--- config.mk ---
export PLATFORM = sky130hd
export DESIGN_NAME = neopixel_tx
export DESIGN_NICKNAME = d
export VERILOG_FILES = /design/src/rtl/neopixel_pkg.sv /design/src/rtl/neopixel_bit_encoder.sv /design/src/rtl/neopixel_tx.sv
export SDC_FILE = /design/constraint.sdc
export NUM_CORES = 1
export LEC_CHECK = 0
export ABC_AREA = 1
export ABC_CLOCK_PERIOD_IN_PS = 2910
export CAP_MARGIN = 20
export CORE_UTILIZATION = 60
export CTS_CLUSTER_SIZE = 10
export DETAILED_ROUTE_END_ITERATION = 8
export PLACE_DENSITY_LB_ADDON = 0.2
export SLEW_MARGIN = 15
export SYNTH_ARGS = -nofsm -noshare
export SYNTH_HDL_FRONTEND = slang
export SYNTH_HIERARCHICAL = 1
export SYNTH_SLANG_ARGS = --single-unit
--- constraint.sdc ---
create_clock -name i_clk -period 2.91 [get_ports i_clk]
set_input_delay 0.582 -clock i_clk [delete_from_list [all_inputs] [get_ports i_clk]]
set_output_delay 0.582 -clock i_clk [all_outputs]
set_load 0.1 [all_outputs]
--- src/rtl/neopixel_pkg.sv ---
// neopixel_pkg: shared FSM encoding, default 12 MHz WS2812 timing and the
// byte brightness-scaling helper for the NeoPixel transmitter.
package neopixel_pkg;

  typedef enum logic [1:0] {
    ST_IDLE  = 2'd0,
    ST_LOAD  = 2'd1,
    ST_BIT   = 2'd2,
    ST_LATCH = 2'd3
  } state_t;

  // WS2812 timing at 12 MHz (83.3 ns per cycle)
  localparam int T0H_CYC_DEF  = 4;     // ~0.33 us
  localparam int T1H_CYC_DEF  = 8;     // ~0.67 us
  localparam int TBIT_CYC_DEF = 15;    // 1.25 us
  localparam int TRST_CYC_DEF = 3600;  // 300 us latch

  // (data * (level + 1)) >> 8, truncated; level 0xFF leaves data unchanged
  function automatic logic [7:0] scale_byte(input logic [7:0] data, input logic [7:0] level);
    logic [15:0] prod;
    prod = {8'd0, data} * ({8'd0, level} + 16'd1);
    return prod[15:8];
  endfunction

endpackage

--- src/rtl/neopixel_bit_encoder.sv ---
// neopixel_bit_encoder: turns one data bit into a single WS2812 pulse.
// A start loads the bit and begins a TBIT_CYC-long period at phase 0; the line
// is high while phase < (bit ? T1H_CYC : T0H_CYC). done flags the final phase
// so the caller can chain the next bit with no idle cycle.
module neopixel_bit_encoder #(
  parameter int T0H_CYC  = 4,
  parameter int T1H_CYC  = 8,
  parameter int TBIT_CYC = 15
) (
  input  logic i_clk,
  input  logic i_rst,
  input  logic i_start,
  input  logic i_bit,
  output logic o_dout,
  output logic o_done
);

  localparam int PW = (TBIT_CYC > 1) ? $clog2(TBIT_CYC) : 1;
  localparam logic [PW-1:0] PH_LAST = PW'(TBIT_CYC - 1);
  localparam logic [PW-1:0] T0H_P   = PW'(T0H_CYC);
  localparam logic [PW-1:0] T1H_P   = PW'(T1H_CYC);

  logic [PW-1:0] phase_r;
  logic          active_r;
  logic          bit_r;
  logic          dout_r;
  logic [PW-1:0] phase_nxt_s;
  logic [PW-1:0] high_lim_s;

  // Next phase value and the high-time limit for the bit in flight
  always_comb begin
    phase_nxt_s = phase_r + PW'(1);
    high_lim_s  = bit_r ? T1H_P : T0H_P;
  end

  // Phase counter and registered line level
  always_ff @(posedge i_clk or posedge i_rst) begin
    if (i_rst) begin
      phase_r  <= '0;
      active_r <= 1'b0;
      bit_r    <= 1'b0;
      dout_r   <= 1'b0;
    end else if (i_start) begin
      phase_r  <= '0;
      active_r <= 1'b1;
      bit_r    <= i_bit;
      dout_r   <= 1'b1;
    end else if (active_r) begin
      if (phase_r == PH_LAST) begin
        phase_r  <= '0;
        active_r <= 1'b0;
        dout_r   <= 1'b0;
      end else begin
        phase_r <= phase_nxt_s;
        dout_r  <= (phase_nxt_s < high_lim_s);
      end
    end else begin
      dout_r <= 1'b0;
    end
  end

  assign o_dout = dout_r;
  assign o_done = active_r && (phase_r == PH_LAST);

endmodule

--- src/rtl/neopixel_tx.sv ---
// neopixel_tx: WS2812 frame transmitter reading the frame double buffer.
// On a frame pulse it walks addresses 0..LEDS*3-1, sends each byte MSB-first
// and finishes with a TRST_CYC low latch followed by a one-cycle done pulse.
// Frame requests arriving while busy coalesce into a single pending frame.
// Optional build macro NEOPIXEL_TX_BRIGHTNESS_EN adds i_brightness, latched
// at frame start, which scales every byte as (data*(brightness+1))>>8.
module neopixel_tx
  import neopixel_pkg::*;
#(
  parameter int LEDS       = 30,
  parameter int ADDR_WIDTH = $clog2(LEDS * 3),
  parameter int T0H_CYC    = T0H_CYC_DEF,
  parameter int T1H_CYC    = T1H_CYC_DEF,
  parameter int TBIT_CYC   = TBIT_CYC_DEF,
  parameter int TRST_CYC   = TRST_CYC_DEF
) (
  input  logic                  i_clk,
  input  logic                  i_rst,
  input  logic                  i_frame_valid,
`ifdef NEOPIXEL_TX_BRIGHTNESS_EN
  input  logic [7:0]            i_brightness,
`endif
  output logic [ADDR_WIDTH-1:0] o_rd_addr,
  input  logic [7:0]            i_rd_data,
  output logic                  o_dout,
  output logic                  o_busy,
  output logic                  o_frame_done
);

  localparam int NBYTES = LEDS * 3;
  localparam int LW     = $clog2(TRST_CYC + 1);
  localparam logic [ADDR_WIDTH-1:0] ADDR_LAST  = ADDR_WIDTH'(NBYTES - 1);
  localparam logic [LW-1:0]         LATCH_LAST = LW'(TRST_CYC - 1);

  state_t                state_r;
  state_t                state_nxt_s;
  logic [ADDR_WIDTH-1:0] addr_r;
  logic [7:0]            shift_r;
  logic [2:0]            bit_cnt_r;
  logic [LW-1:0]         latch_cnt_r;
  logic                  pending_r;
  logic                  busy_r;
  logic                  frame_done_r;

  logic [7:0]            load_byte_s;
  logic                  frame_req_s;
  logic                  latch_end_s;
  logic                  start_frame_s;
  logic                  enc_start_s;
  logic                  enc_bit_s;
  logic                  enc_done_s;

`ifdef NEOPIXEL_TX_BRIGHTNESS_EN
  logic [7:0]            bright_r;

  // Brightness level captured at frame start, held for the whole frame
  always_ff @(posedge i_clk or posedge i_rst) begin
    if (i_rst) begin
      bright_r <= 8'hFF;
    end else if (start_frame_s) begin
      bright_r <= i_brightness;
    end else begin
      bright_r <= bright_r;
    end
  end

  assign load_byte_s = scale_byte(i_rd_data, bright_r);
`else
  assign load_byte_s = i_rd_data;
`endif

  assign frame_req_s   = i_frame_valid | pending_r;
  assign latch_end_s   = (latch_cnt_r == LATCH_LAST);
  assign start_frame_s = ((state_r == ST_IDLE) || (state_r == ST_LATCH)) && (state_nxt_s == ST_LOAD);

  // Next-state decode and bit-encoder start control
  always_comb begin
    state_nxt_s = state_r;
    enc_start_s = 1'b0;
    enc_bit_s   = 1'b0;
    case (state_r)
      ST_IDLE: begin
        if (frame_req_s) begin
          state_nxt_s = ST_LOAD;
        end else begin
          state_nxt_s = ST_IDLE;
        end
      end
      ST_LOAD: begin
        enc_start_s = 1'b1;
        enc_bit_s   = load_byte_s[7];
        state_nxt_s = ST_BIT;
      end
      ST_BIT: begin
        if (enc_done_s) begin
          if (bit_cnt_r != 3'd0) begin
            enc_start_s = 1'b1;
            enc_bit_s   = shift_r[6];
            state_nxt_s = ST_BIT;
          end else if (addr_r == ADDR_LAST) begin
            state_nxt_s = ST_LATCH;
          end else begin
            state_nxt_s = ST_LOAD;
          end
        end else begin
          state_nxt_s = ST_BIT;
        end
      end
      ST_LATCH: begin
        if (latch_end_s) begin
          state_nxt_s = frame_req_s ? ST_LOAD : ST_IDLE;
        end else begin
          state_nxt_s = ST_LATCH;
        end
      end
      default: begin
        state_nxt_s = ST_IDLE;
      end
    endcase
  end

  // State register
  always_ff @(posedge i_clk or posedge i_rst) begin
    if (i_rst) begin
      state_r <= ST_IDLE;
    end else begin
      state_r <= state_nxt_s;
    end
  end

  // Byte shift register, bit counter, read address and latch counter
  always_ff @(posedge i_clk or posedge i_rst) begin
    if (i_rst) begin
      shift_r     <= 8'd0;
      bit_cnt_r   <= 3'd0;
      addr_r      <= '0;
      latch_cnt_r <= '0;
    end else begin
      case (state_r)
        ST_LOAD: begin
          shift_r   <= load_byte_s;
          bit_cnt_r <= 3'd7;
        end
        ST_BIT: begin
          if (enc_done_s && (bit_cnt_r != 3'd0)) begin
            shift_r   <= {shift_r[6:0], 1'b0};
            bit_cnt_r <= bit_cnt_r - 3'd1;
          end else if (enc_done_s && (addr_r != ADDR_LAST)) begin
            addr_r <= addr_r + ADDR_WIDTH'(1);
          end else if (enc_done_s) begin
            latch_cnt_r <= '0;
          end else begin
            shift_r <= shift_r;
          end
        end
        ST_LATCH: begin
          if (latch_end_s) begin
            addr_r <= '0;
          end else begin
            latch_cnt_r <= latch_cnt_r + LW'(1);
          end
        end
        default: begin
          latch_cnt_r <= '0;
        end
      endcase
    end
  end

  // Pending request, busy flag and frame-done pulse
  always_ff @(posedge i_clk or posedge i_rst) begin
    if (i_rst) begin
      pending_r    <= 1'b0;
      busy_r       <= 1'b0;
      frame_done_r <= 1'b0;
    end else begin
      if (start_frame_s) begin
        pending_r <= 1'b0;
      end else if (i_frame_valid && (state_r != ST_IDLE)) begin
        pending_r <= 1'b1;
      end else begin
        pending_r <= pending_r;
      end
      busy_r       <= (state_nxt_s != ST_IDLE);
      frame_done_r <= (state_r == ST_LATCH) && latch_end_s;
    end
  end

  neopixel_bit_encoder #(
    .T0H_CYC (T0H_CYC),
    .T1H_CYC (T1H_CYC),
    .TBIT_CYC(TBIT_CYC)
  ) u_bit_enc (
    .i_clk  (i_clk),
    .i_rst  (i_rst),
    .i_start(enc_start_s),
    .i_bit  (enc_bit_s),
    .o_dout (o_dout),
    .o_done (enc_done_s)
  );

  assign o_rd_addr    = addr_r;
  assign o_busy       = busy_r;
  assign o_frame_done = frame_done_r;

endmodule

==> results of run 1 <==
==> path summary, 6_finish.rpt <==
path                                    from              end  slack (ns)  cells past startpoint
worst max-delay path              state_r[0]  latch_cnt_r[10]        0.75                     10
worst min-delay path            bit_cnt_r[2]     bit_cnt_r[2]        0.51                      2
worst max register to register    state_r[0]  latch_cnt_r[10]        0.75                     10
worst min register to register  bit_cnt_r[2]     bit_cnt_r[2]        0.51                      2
max in group asynchronous              i_rst     bit_cnt_r[1]        1.90                      3
min in group asynchronous              i_rst  u_bit_enc/bit_r        0.55                      2
==> cells in the final DEF, fill, tap and decap left out, types with 2 or more instances in the layout <==
master | synthesis | final
dfrtp_1 | 41 | 41
inv_1 | 41 | 41
a31oi_1 | 6 | 6
nand2_1 | 83 | 83
nand2_2 | 5 | 5
nor3_1 | 7 | 7
o21ai_0 | 10 | 10
clkdlybuf4s50_1 | 0 | 10
o21ai_2 | 8 | 8
ha_1 | 12 | 12
nand4_1 | 3 | 3
a21oi_1 | 2 | 2
clkinv_2 | 0 | 2
buf_4 | 1 | 11
nand3_2 | 5 | 5
xor2_1 | 10 | 10
inv_2 | 3 | 3
nand3_1 | 17 | 17
nor2_1 | 39 | 39
clkbuf_8 | 0 | 5
==> worst register-to-register path, delay by kind of cell (launching register included) <==
| family | cells | cell delay, ns |
|---|---|---|
| adder cells (fa/ha/maj) | 1 | 0.35 |
| buffers and inverters | 3 | 0.34 |
| AND/OR/NAND/NOR | 6 | 0.99 |
| flip-flops | 1 | 0.39 |
==> power by group through the flow <==
| stage | Sequential [mW] | Combinational [mW] | Clock, mW |
|---|---|---|---|
| global placement | 0.587 | 0.0388 | 0 |
| floorplan | 0.591 | 0.0137 | 0 |
| global route | 0.576 | 0.0431 | 0.394 |
| detailed placement | 0.587 | 0.0391 | 0 |
| finish | 0.575 | 0.0379 | 0.361 |
| CTS | 0.575 | 0.0393 | 0.370 |
==> sequential cells by signal, indices dropped and copies added (netlist names) <==
name / cells
bit_cnt_r: 3
u_bit_enc/bit_r: 1
pending_r: 1
o_rd_addr: 7
u_bit_enc/o_dout: 1
u_bit_enc/active_r: 1
o_busy: 1
state_r: 2
o_frame_done: 1
u_bit_enc/phase_r: 4
latch_cnt_r: 12
shift_r: 7
==> per-stage QoR <==
| step | power [mW] | instances | util | hold slack, ns |
|---|---|---|---|---|
| 4_1_cts | 0.985 | 382 | 0.720 | 0.515 |
| 3_5_place_dp | 0.626 | 374 | 0.698 | 0.494 |
| 2_1_floorplan | 0.605 | 311 | - | 0.385 |
| 6_report | 0.974 | 382 | 0.720 | 0.510 |
| 5_1_grt | 1.01 | 382 | 0.720 | 0.538 |
| 3_3_place_gp | 0.625 | 374 | 0.698 | 0.486 |
==> cells by family (layout without fill, tap and decap cells) <==
family / count (synthesis) / count (layout) / synth area share
buffers and inverters: 50 / 73 / 0.0852
AOI/OAI and AO/OA: 33 / 33 / 0.0928
xor gates and xnor gates: 11 / 11 / 0.0393
adders and majority gates: 12 / 12 / 0.0612
and+or+nand+nor: 164 / 164 / 0.303
DFF: 41 / 41 / 0.418
==> per-layer routing <==
layer	routed length, um	share of wire	vias to the layer above
li1	-	-	1021
met1	2060	0.47	891
met2	2090	0.48	43
met3	177	0.040	7
met4	61	0.014	0
met5	0	0	-
==> final cells by class <==
type                            instances  share of cell area
Clock buffer                            6              0.0265
Clock inverter                          2             0.00366
Inverter                               44              0.0604
Multi-Input combinational cell        220               0.446
Sequential cell                        41               0.375
Tap cell                               48              0.0220
Timing Repair Buffer                   21              0.0668
==> flow_metrics.env, run 1 <==
export IMPL_die_w_um=65.9
export IMPL_htreeDepth=2
export IMPL_port_buffers=20
export IMPL_p_per_area_mw_per_mm2=356
export IMPL_clkSinkCount=41
export IMPL_syn_mean_instance_area_um2=7.89
export IMPL_syn_to_final_growth_pct=11.5
export IMPL_crit_path_top_delay_cell="nor2_4"
export IMPL_drc=0
export IMPL_critPathCaptureType="flop"
export IMPL_dp_slack_ns=0.756
export IMPL_synth_area_leader_cell="dfrtp_1"
export IMPL_multi_input_area_mm2=0.00122
export IMPL_core_mm2=0.00380
export IMPL_pwr_share_comb=0.039
export IMPL_cts_resized=0
export IMPL_max_slew_margin=0.679
export IMPL_synth_area_top_cells="dfrtp_1 42%, nand2_1 13%, inv_1 6.3%, ha_1 6.1%, nor2_1 6.0%"
export IMPL_overflow=0
export IMPL_power_switching_mw=0.218
export IMPL_cts_made_buffers=5
export IMPL_cts_tree="yes"
export IMPL_post_dp_hpwl_um=3250
export IMPL_routed_wl_um=4390
export IMPL_critical_path_top_delay_family="simple AND/OR/NAND/NOR gates"
export IMPL_n_antenna_cell=0
export IMPL_gp_congestion=0.901
export IMPL_drive_gt1_frac=0.135
export IMPL_grt_pass1_wl_um=7780
export IMPL_cp_start_kind="flop"
export IMPL_vias_per_cell=5.14
export IMPL_status="completed"
export IMPL_synth_edf_count=0
export IMPL_wl_per_cell_um=11.5
export IMPL_drv_slew=0
export IMPL_p_seq_frac=0.590
export IMPL_layout_worst_path_cycle_share=0.741
export IMPL_syn_area_mm2=0.00245
export IMPL_area_sequential_mm2=0.00103
export IMPL_grt_max_degree=35
export IMPL_setup_slack_ns=0.753
export IMPL_synthArstFlopShare=1.00
export IMPL_die_area_mm2=0.00435
export IMPL_yosysMostFrequentCell="nand2_1"
export IMPL_skew_ns=0.00387
export IMPL_start_util=0.646
export IMPL_required_ns=3.10
export IMPL_cpMostUsedCell="nand2_1"
export IMPL_hold_class="reg -> reg"
export IMPL_clock_path_buffers=2
export IMPL_crit_type="reg -> reg"
export IMPL_die_h_um=65.9
export IMPL_grt_pass1_vias=1858
export IMPL_drtPass1Iterations=4
export IMPL_rsz0062_at_grt="false"
export IMPL_synthTopCellsByCount="83 x nand2_1, 41 x dfrtp_1, 41 x inv_1, 39 x nor2_1, 17 x nand3_1"
export IMPL_clk_pin_slew_ns=0.08
export IMPL_ios=21
export IMPL_hold_viol_final=0
export IMPL_peakVddDrop_mv=0.389
export IMPL_placed_area_mm2=0.00265
export IMPL_drv_cap=0
export IMPL_leakage_nw=1.31
export IMPL_gr_usage_met3=0.0414
export IMPL_synth_top_area_frac=0.418
export IMPL_setup_viol=0
export IMPL_synth_ff_type="dfrtp_1"
export IMPL_clk_latency_ns=0.29
export IMPL_synthCells=311
export IMPL_postCtsSetupRepairBufs=0
export IMPL_path_cells="inv_1, ha_1, nand3_2, inv_2, nor2_1, nand2_1, nor2_4, inv_1, nand2_1, nand2_1"
export IMPL_busiest_layer="met2"
export IMPL_tightest_slew_ns=0.482
export IMPL_ctsHoldBuffers=0
export IMPL_p_int_mw=0.756
export IMPL_pwr_share_clk=0.371
export IMPL_fin_setup_tns_ns=0
export IMPL_ys_warn_count=6
export IMPL_final_cell_area_mm2=0.00274
export IMPL_antenna_found_initial=0
export IMPL_crit_buf_inv=3
export IMPL_ys_ff_latch=41
export IMPL_critical_path_max_stage_delay_ns=0.40
export IMPL_ys_seq_area_frac=0.418
export IMPL_cts_root_buffer="clkbuf_8"
export IMPL_postSynthNetCount=334
export IMPL_grt_use_met2=0.413
export IMPL_fillCellCount=305
export IMPL_synth_cell_types=33
export IMPL_critPathArrivalTime_ns=2.34
export IMPL_ant_nets=0
export IMPL_rows=22
export IMPL_grt_use_total=0.233
export IMPL_nets=356
export IMPL_met1_usage=0.283
export IMPL_vias=1962
export IMPL_max_freq_mhz=464
export IMPL_fin_crit_ns=2.16
export IMPL_switching_share=0.224
export IMPL_crit_fanout=18
export IMPL_drtIter0Drc=199
Note: power is estimated with default switching activity, not from simulation.
==> run 2: changes to the inputs <==
--- a/config.mk
+++ b/config.mk
@@ -6,9 +6,9 @@
 export NUM_CORES = 1
 export LEC_CHECK = 0
 export ABC_AREA = 1
-export ABC_CLOCK_PERIOD_IN_PS = 2910
+export ABC_CLOCK_PERIOD_IN_PS = 2100
 export CAP_MARGIN = 20
-export CORE_UTILIZATION = 60
+export CORE_UTILIZATION = 58
 export CTS_CLUSTER_SIZE = 10
 export DETAILED_ROUTE_END_ITERATION = 8
 export PLACE_DENSITY_LB_ADDON = 0.2
==> constraint.sdc (replaced) <==
create_clock -name i_clk -period 2.1 [get_ports i_clk]
set_input_delay 0.42 -clock i_clk [delete_from_list [all_inputs] [get_ports i_clk]]
set_output_delay 0.42 -clock i_clk [all_outputs]
set_load 0.1 [all_outputs]
==> run 2 against run 1 <==
Net effect:
- first-iteration DRC count decreased by 36%
- sequential cell count is the same
- maximum frequency up 13%
- cell area is 3.3% higher
==> flow_metrics.env, run 2 (same netlist as run 1, synthesis figures left out) <==
export IMPL_hold_class="in -> async"
export IMPL_post_dp_hpwl_um=3330
export IMPL_critPathArrivalTime_ns=2.14
export IMPL_placed_area_mm2=0.00270
export IMPL_clock_path_buffers=2
export IMPL_layout_worst_path_cycle_share=0.908
export IMPL_clk_pin_slew_ns=0.08
export IMPL_max_freq_mhz=524
export IMPL_fin_crit_ns=1.91
export IMPL_nets=364
export IMPL_gp_congestion=0.847
export IMPL_met1_usage=0.290
export IMPL_htreeDepth=2
export IMPL_final_common_cell="nand2_1"
export IMPL_die_h_um=67.0
export IMPL_clk_latency_ns=0.29
export IMPL_setup_slack_ns=0.193
export IMPL_skew_ns=0.0131
export IMPL_overflow=0
export IMPL_critPathCaptureType="flop"
export IMPL_multi_input_area_mm2=0.00122
export IMPL_final_cell_area_mm2=0.00283
export IMPL_required_ns=2.33
export IMPL_cts_tree="yes"
export IMPL_largest_register="latch_cnt_r"
export IMPL_drtIter0Drc=128
export IMPL_layout_common_cells="83 x nand2_1, 41 x inv_1, 39 x dfrtp_1"
export IMPL_antenna_found_initial=0
export IMPL_tightest_slew_ns=0.436
export IMPL_max_slew_margin=0.710
export IMPL_grt_pass1_wl_um=7970
export IMPL_drive_gt1_frac=0.164
export IMPL_drv_cap=0
export IMPL_grt_use_met2=0.404
export IMPL_power_switching_mw=0.297
export IMPL_gr_usage_met3=0.0411
export IMPL_dp_slack_ns=0.0756
export IMPL_wl_per_cell_um=11.5
export IMPL_grt_pass1_vias=1913
export IMPL_fin_setup_tns_ns=0
export IMPL_cts_made_buffers=5
export IMPL_die_area_mm2=0.00449
export IMPL_rows=23
export IMPL_pwr_share_comb=0.038
export IMPL_vias_per_cell=5.07
export IMPL_p_per_area_mw_per_mm2=490
export IMPL_syn_to_final_growth_pct=15.1
export IMPL_crit_fanout=13
export IMPL_p_int_mw=1.09
export IMPL_post_route_util=0.701
export IMPL_cts_root_buffer="clkbuf_8"
export IMPL_drv_slew=0
export IMPL_busiest_layer="met2"
export IMPL_hold_viol_final=0
export IMPL_fillCellCount=318
export IMPL_switching_share=0.215
export IMPL_grt_max_degree=35
export IMPL_rr_startpoint="u_bit_enc/phase_r[0]"
export IMPL_p_seq_frac=0.576
export IMPL_cp_start_kind="flop"
export IMPL_clkSinkCount=41
export IMPL_leakage_nw=1.35
export IMPL_critPathLaunch="u_bit_enc/phase_r[0]"
export IMPL_rsz0062_at_grt="false"
export IMPL_die_w_um=67.0
export IMPL_routed_wl_um=4500
export IMPL_port_buffers=20
export IMPL_drc=0
export IMPL_start_util=0.609
export IMPL_pwr_share_clk=0.385
export IMPL_peakVddDrop_mv=0.427
export IMPL_core_mm2=0.00403
export IMPL_ios=21
export IMPL_n_antenna_cell=0
export IMPL_crit_type="reg -> reg"
export IMPL_setup_viol=0
export IMPL_largest_reg_flops=12
export IMPL_vias=1987
export IMPL_ant_nets=0
export IMPL_area_sequential_mm2=0.00103
export IMPL_grt_use_total=0.235
export IMPL_drtPass1Iterations=4
export IMPL_status="completed"
## run 2: cell types whose count changed in the layout (fill, tap and decap cells not counted), sizes merged
cell,change
clkbuf,+2
clkinv,-2
buf,+8
## run 2: area by class of cell
cell class / count / share of cell area
clock buffers: 8 / 0.0319
inverters: 44 / 0.0585
multi-input cells: 220 / 0.433
flip-flops and latches: 41 / 0.364
well taps: 50 / 0.0221
repair buffers: 29 / 0.0903
## run 2: timing repair
item	4_1_cts	5_1_grt
hold endpoints to repair	0	0
setup endpoints to repair	0	10
setup buffers	0	3
hold buffers	0	0
gates resized for setup	0	2
## run 2: power by group through the flow
stage                     combinational, mW  clock [mW]  sequential (mW)
after global routing                 0.0608       0.577            0.798
after floorplan                      0.0190           0            0.820
after global placement               0.0542           0            0.813
after detailed placement             0.0545           0            0.813
after CTS                            0.0545       0.549            0.797
final                                0.0528       0.533            0.797
## run 2: metal layers
layer | up-vias | part of all wire
met5 | - | 0
met4 | 0 | 0.013
met2 | 22 | 0.50
met1 | 913 | 0.46
li1 | 1046 | -
met3 | 6 | 0.023
## run 2: critical path, stage by stage (launching register included)
cell,delay (ns)
dfrtp_1,0.43
inv_1,0.08
ha_1,0.16
nand3_2,0.11
nor2_2,0.13
inv_1,0.06
nor2_1,0.13
nand2_1,0.07
nand2_1,0.09
nand2_2,0.08
a21oi_4,0.14
buf_12,0.15
buf_4,0.12
nand2_2,0.04
o21ai_2,0.05
## run 2: path summary, 6_finish.rpt
kind	slack, ns	to	cells after the start
setup / recovery	0.19	o_rd_addr[2]	14
hold / removal	0.38	u_bit_enc/phase_r[2]	2
setup reg to reg	0.19	o_rd_addr[2]	14
hold reg to reg	0.51	shift_r[0]	1
max in group asynchronous	1.23	o_rd_addr[0]	3
min in group i_clk	0.51	shift_r[0]	1
## run 2: through the flow
stage | instances | power [mW] | hold slack [ns]
final | 392 | 1.38 | 0.379
after global routing | 392 | 1.44 | 0.418
after CTS | 389 | 1.40 | 0.377
after detailed placement | 381 | 0.867 | 0.491
after global placement | 381 | 0.867 | 0.487
after floorplan | 311 | 0.839 | 0.223
==> run 3: changes to the inputs <==
--- a/config.mk
+++ b/config.mk
@@ -5,10 +5,9 @@
 export SDC_FILE = /design/constraint.sdc
 export NUM_CORES = 1
 export LEC_CHECK = 0
-export ABC_AREA = 1
 export ABC_CLOCK_PERIOD_IN_PS = 2100
 export CAP_MARGIN = 20
-export CORE_UTILIZATION = 58
+export CORE_UTILIZATION = 57
 export CTS_CLUSTER_SIZE = 10
 export DETAILED_ROUTE_END_ITERATION = 8
 export PLACE_DENSITY_LB_ADDON = 0.2
==> run 3 against run 2 <==
Net effect:
- hold slack improved by 0.020 ns
- critical path depth fell by 9
- synthesized cell count is 19% lower
- sequential share of layout area increased by 0.43 points
- cell count decreased by 13%
- count of clock-buffer cells in the layout down 1
- core utilization grew 4.8 points
- maximum frequency decreased by 6.4%
- register-to-register slack worse by 0.13 ns
- via count is 1.6% lower
==> flow_metrics.env, run 3 <==
export IMPL_final_cells=342
export IMPL_synth_area_leader_cell="dfrtp_1"
export IMPL_critical_path_top_delay_family="simple AND/OR/NAND/NOR gates"
export IMPL_multi_input_area_mm2=0.00122
export IMPL_switching_share=0.465
export IMPL_synth_area_top_cells="dfrtp_1 45%, ha_1 6.5%, o21ai_0 5.5%, a21oi_1 4.6%, nand2_1 4.1%"
export IMPL_clkSinkCount=41
export IMPL_die_w_um=65.5
export IMPL_vias_per_cell=5.72
export IMPL_n_antenna_cell=0
export IMPL_wl_per_cell_um=13.7
export IMPL_largest_reg_flops=12
export IMPL_p_seq_frac=0.317
export IMPL_layout_worst_path_cycle_share=0.970
export IMPL_max_freq_mhz=491
export IMPL_final_common_cell="dfrtp_1"
export IMPL_ant_nets=0
export IMPL_synth_top_family_by_area="simple AND/OR/NAND/NOR gates"
export IMPL_htreeDepth=2
export IMPL_yosys_area_share_simple=0.220
export IMPL_clk_pin_slew_ns=0.08
export IMPL_crit_buf_inv=0
export IMPL_peakVddDrop_mv=0.986
export IMPL_die_h_um=65.5
export IMPL_crit_type="reg -> reg"
export IMPL_pwr_share_comb=0.545
export IMPL_syn_mean_instance_area_um2=9.14
export IMPL_required_ns=2.28
export IMPL_synth_top_area_frac=0.447
export IMPL_port_buffers=20
export IMPL_numPlacedInstances=333
export IMPL_syn_to_final_growth_pct=23.2
export IMPL_cts_tree="yes"
export IMPL_hold_viol_final=0
export IMPL_postSynthNetCount=274
export IMPL_status="completed"
export IMPL_core_mm2=0.00377
export IMPL_placed_area_mm2=0.00267
export IMPL_ys_warn_count=6
export IMPL_tightest_slew_ns=0.430
export IMPL_p_per_area_mw_per_mm2=1450
export IMPL_grt_pass1_vias=1681
export IMPL_drv_slew=0
export IMPL_grt_pass1_wl_um=7800
export IMPL_start_util=0.608
export IMPL_synthCells=251
export IMPL_drtIter0Drc=136
export IMPL_clock_path_buffers=2
export IMPL_crit_fanout=4
export IMPL_grt_use_total=0.243
export IMPL_vias=1956
export IMPL_setup_slack_ns=0.0622
export IMPL_max_slew_margin=0.713
export IMPL_drtPass1Iterations=4
export IMPL_synthXorXnorAreaFrac=0.00763
export IMPL_synthArstFlopShare=1.00
export IMPL_area_sequential_mm2=0.00104
export IMPL_layout_common_cells="33 x dfrtp_1, 32 x buf_4, 24 x nand2_1, 24 x o21ai_0, 20 x a21oi_1"
export IMPL_final_cell_area_mm2=0.00283
export IMPL_grt_max_degree=35
export IMPL_synthMuxAreaShare=0.0513
export IMPL_dp_slack_ns=0.0194
export IMPL_critPathArrivalTime_ns=2.22
export IMPL_hold_class="in -> async"
export IMPL_clk_latency_ns=0.30
export IMPL_power_switching_mw=1.90
export IMPL_drv_cap=0
export IMPL_leakage_nw=1.27
export IMPL_pwr_share_clk=0.138
export IMPL_syn_area_mm2=0.00229
export IMPL_die_area_mm2=0.00428
export IMPL_met3_length_um=210
export IMPL_antenna_found_initial=0
export IMPL_gp_congestion=0.818
export IMPL_routed_wl_um=4690
export IMPL_overflow=0
export IMPL_path_cells="or3_4, or3_4, a21o_1, mux2_4, o32a_1"
export IMPL_m1WireLength_um=2250
export IMPL_post_dp_hpwl_um=3470
export IMPL_nets=316
export IMPL_drc=0
export IMPL_synth_cell_types=41
export IMPL_ios=21
export IMPL_yosysMostFrequentCell="dfrtp_1"
export IMPL_drive_gt1_frac=0.224
export IMPL_skew_ns=0.00902
export IMPL_p_int_mw=2.19
export IMPL_largest_register="latch_cnt_r"
export IMPL_crit_path_top_delay_cell="or3_4"
export IMPL_cpMostUsedCell="or3_4"
export IMPL_critPathCaptureType="flop"
export IMPL_synth_ff_type="dfrtp_1"
export IMPL_critical_path_max_stage_delay_ns=0.40
export IMPL_setup_viol=0
export IMPL_rows=22
export IMPL_cts_root_buffer="clkbuf_8"
export IMPL_ys_ff_latch=41
export IMPL_ctsHoldBuffers=0
export IMPL_cts_made_buffers=5
export IMPL_synth_edf_count=0
export IMPL_met2WireLength_um=2170
export IMPL_cp_start_kind="flop"
export IMPL_fin_crit_ns=2.04
export IMPL_synthTopCellsByCount="41 x dfrtp_1, 25 x nand2_1, 25 x o21ai_0, 21 x a21oi_1, 18 x nor2_1"
export IMPL_yosys_area_share_adder=0.0654
export IMPL_highest_layer="met4"
export IMPL_ys_seq_area_frac=0.447
export IMPL_synth_compound_area_frac=0.170
export IMPL_fillCellCount=271
[run 3: cell types whose count changed in the layout (fill, tap and decap cells not counted), sizes merged, moves of 5 or more]
cell / change
nand3: -12
nor2: -22
and2: +5
a21oi: +17
buf: +13
a31oi: -5
inv: -28
xor2: -9
nand2: -62
mux2i: +8
nand2b: +7
o21ai: +7
nor2b: +5
[run 3: metal layers]
layer  up-vias  GRT usage
met1       927      0.343
met5         -          0
met4         0     0.0870
met3         5     0.0521
met2        55      0.367
li1        969          -
[run 3: cell type report]
type	instances	share of cell area
clock buffers	7	0.0341
inverters	16	0.0212
flip-flops and latches	41	0.368
multi-input cells	187	0.433
well taps	48	0.0212
clock inverters	1	0.00177
repair buffers	42	0.120
[run 3: power by group through the flow]
stage	Combinational [mW]	Clock (mW)	Sequential, mW
6_report	2.23	0.564	1.29
5_1_grt	2.44	0.607	1.33
4_1_cts	2.18	0.570	1.28
3_5_place_dp	2.18	0	1.30
3_3_place_gp	2.11	0	1.28
2_1_floorplan	1.07	0	1.78
[run 3: cells by family (layout without fill, tap and decap cells)]
group | Yosys count | in the layout
and+or+nand+nor | 97 | 97
AOI/OAI and AO/OA | 65 | 65
DFF | 41 | 41
buffers and inverters | 23 | 66
adders and majority gates | 12 | 12
muxes | 11 | 11
xor gates and xnor gates | 2 | 2
[run 3: path summary, 6_finish.rpt]
path                       slack, ns  cells after the start                to           start
setup / recovery                0.06                      5         pending_r  latch_cnt_r[6]
setup reg to reg                0.06                      5         pending_r  latch_cnt_r[6]
hold reg to reg                 0.46                      1      bit_cnt_r[0]    bit_cnt_r[0]
min in group i_clk              0.46                      1      bit_cnt_r[0]    bit_cnt_r[0]
hold / removal                  0.40                      2  u_bit_enc/o_dout           i_rst
max in group asynchronous       1.19                      3        state_r[0]           i_rst
[run 3: stage by stage]
stage	TNS, ns	hold WS [ns]	total power, mW	util
floorplan	0	0.223	2.85	-
global placement	0	0.453	3.40	0.709
detailed placement	0	0.459	3.47	0.709
CTS	0	0.403	4.04	0.737
global route	-0.0289	0.425	4.37	0.750
finish	0	0.399	4.09	0.750
[run 3: what timing repair did]
item                                    CTS  global route
endpoints found under the setup margin    2            23
buffers inserted                          0             1
gates cloned                              0             0
gates resized for setup                   1            11
hold endpoints to repair                  0             0
pin swaps                                 0             2
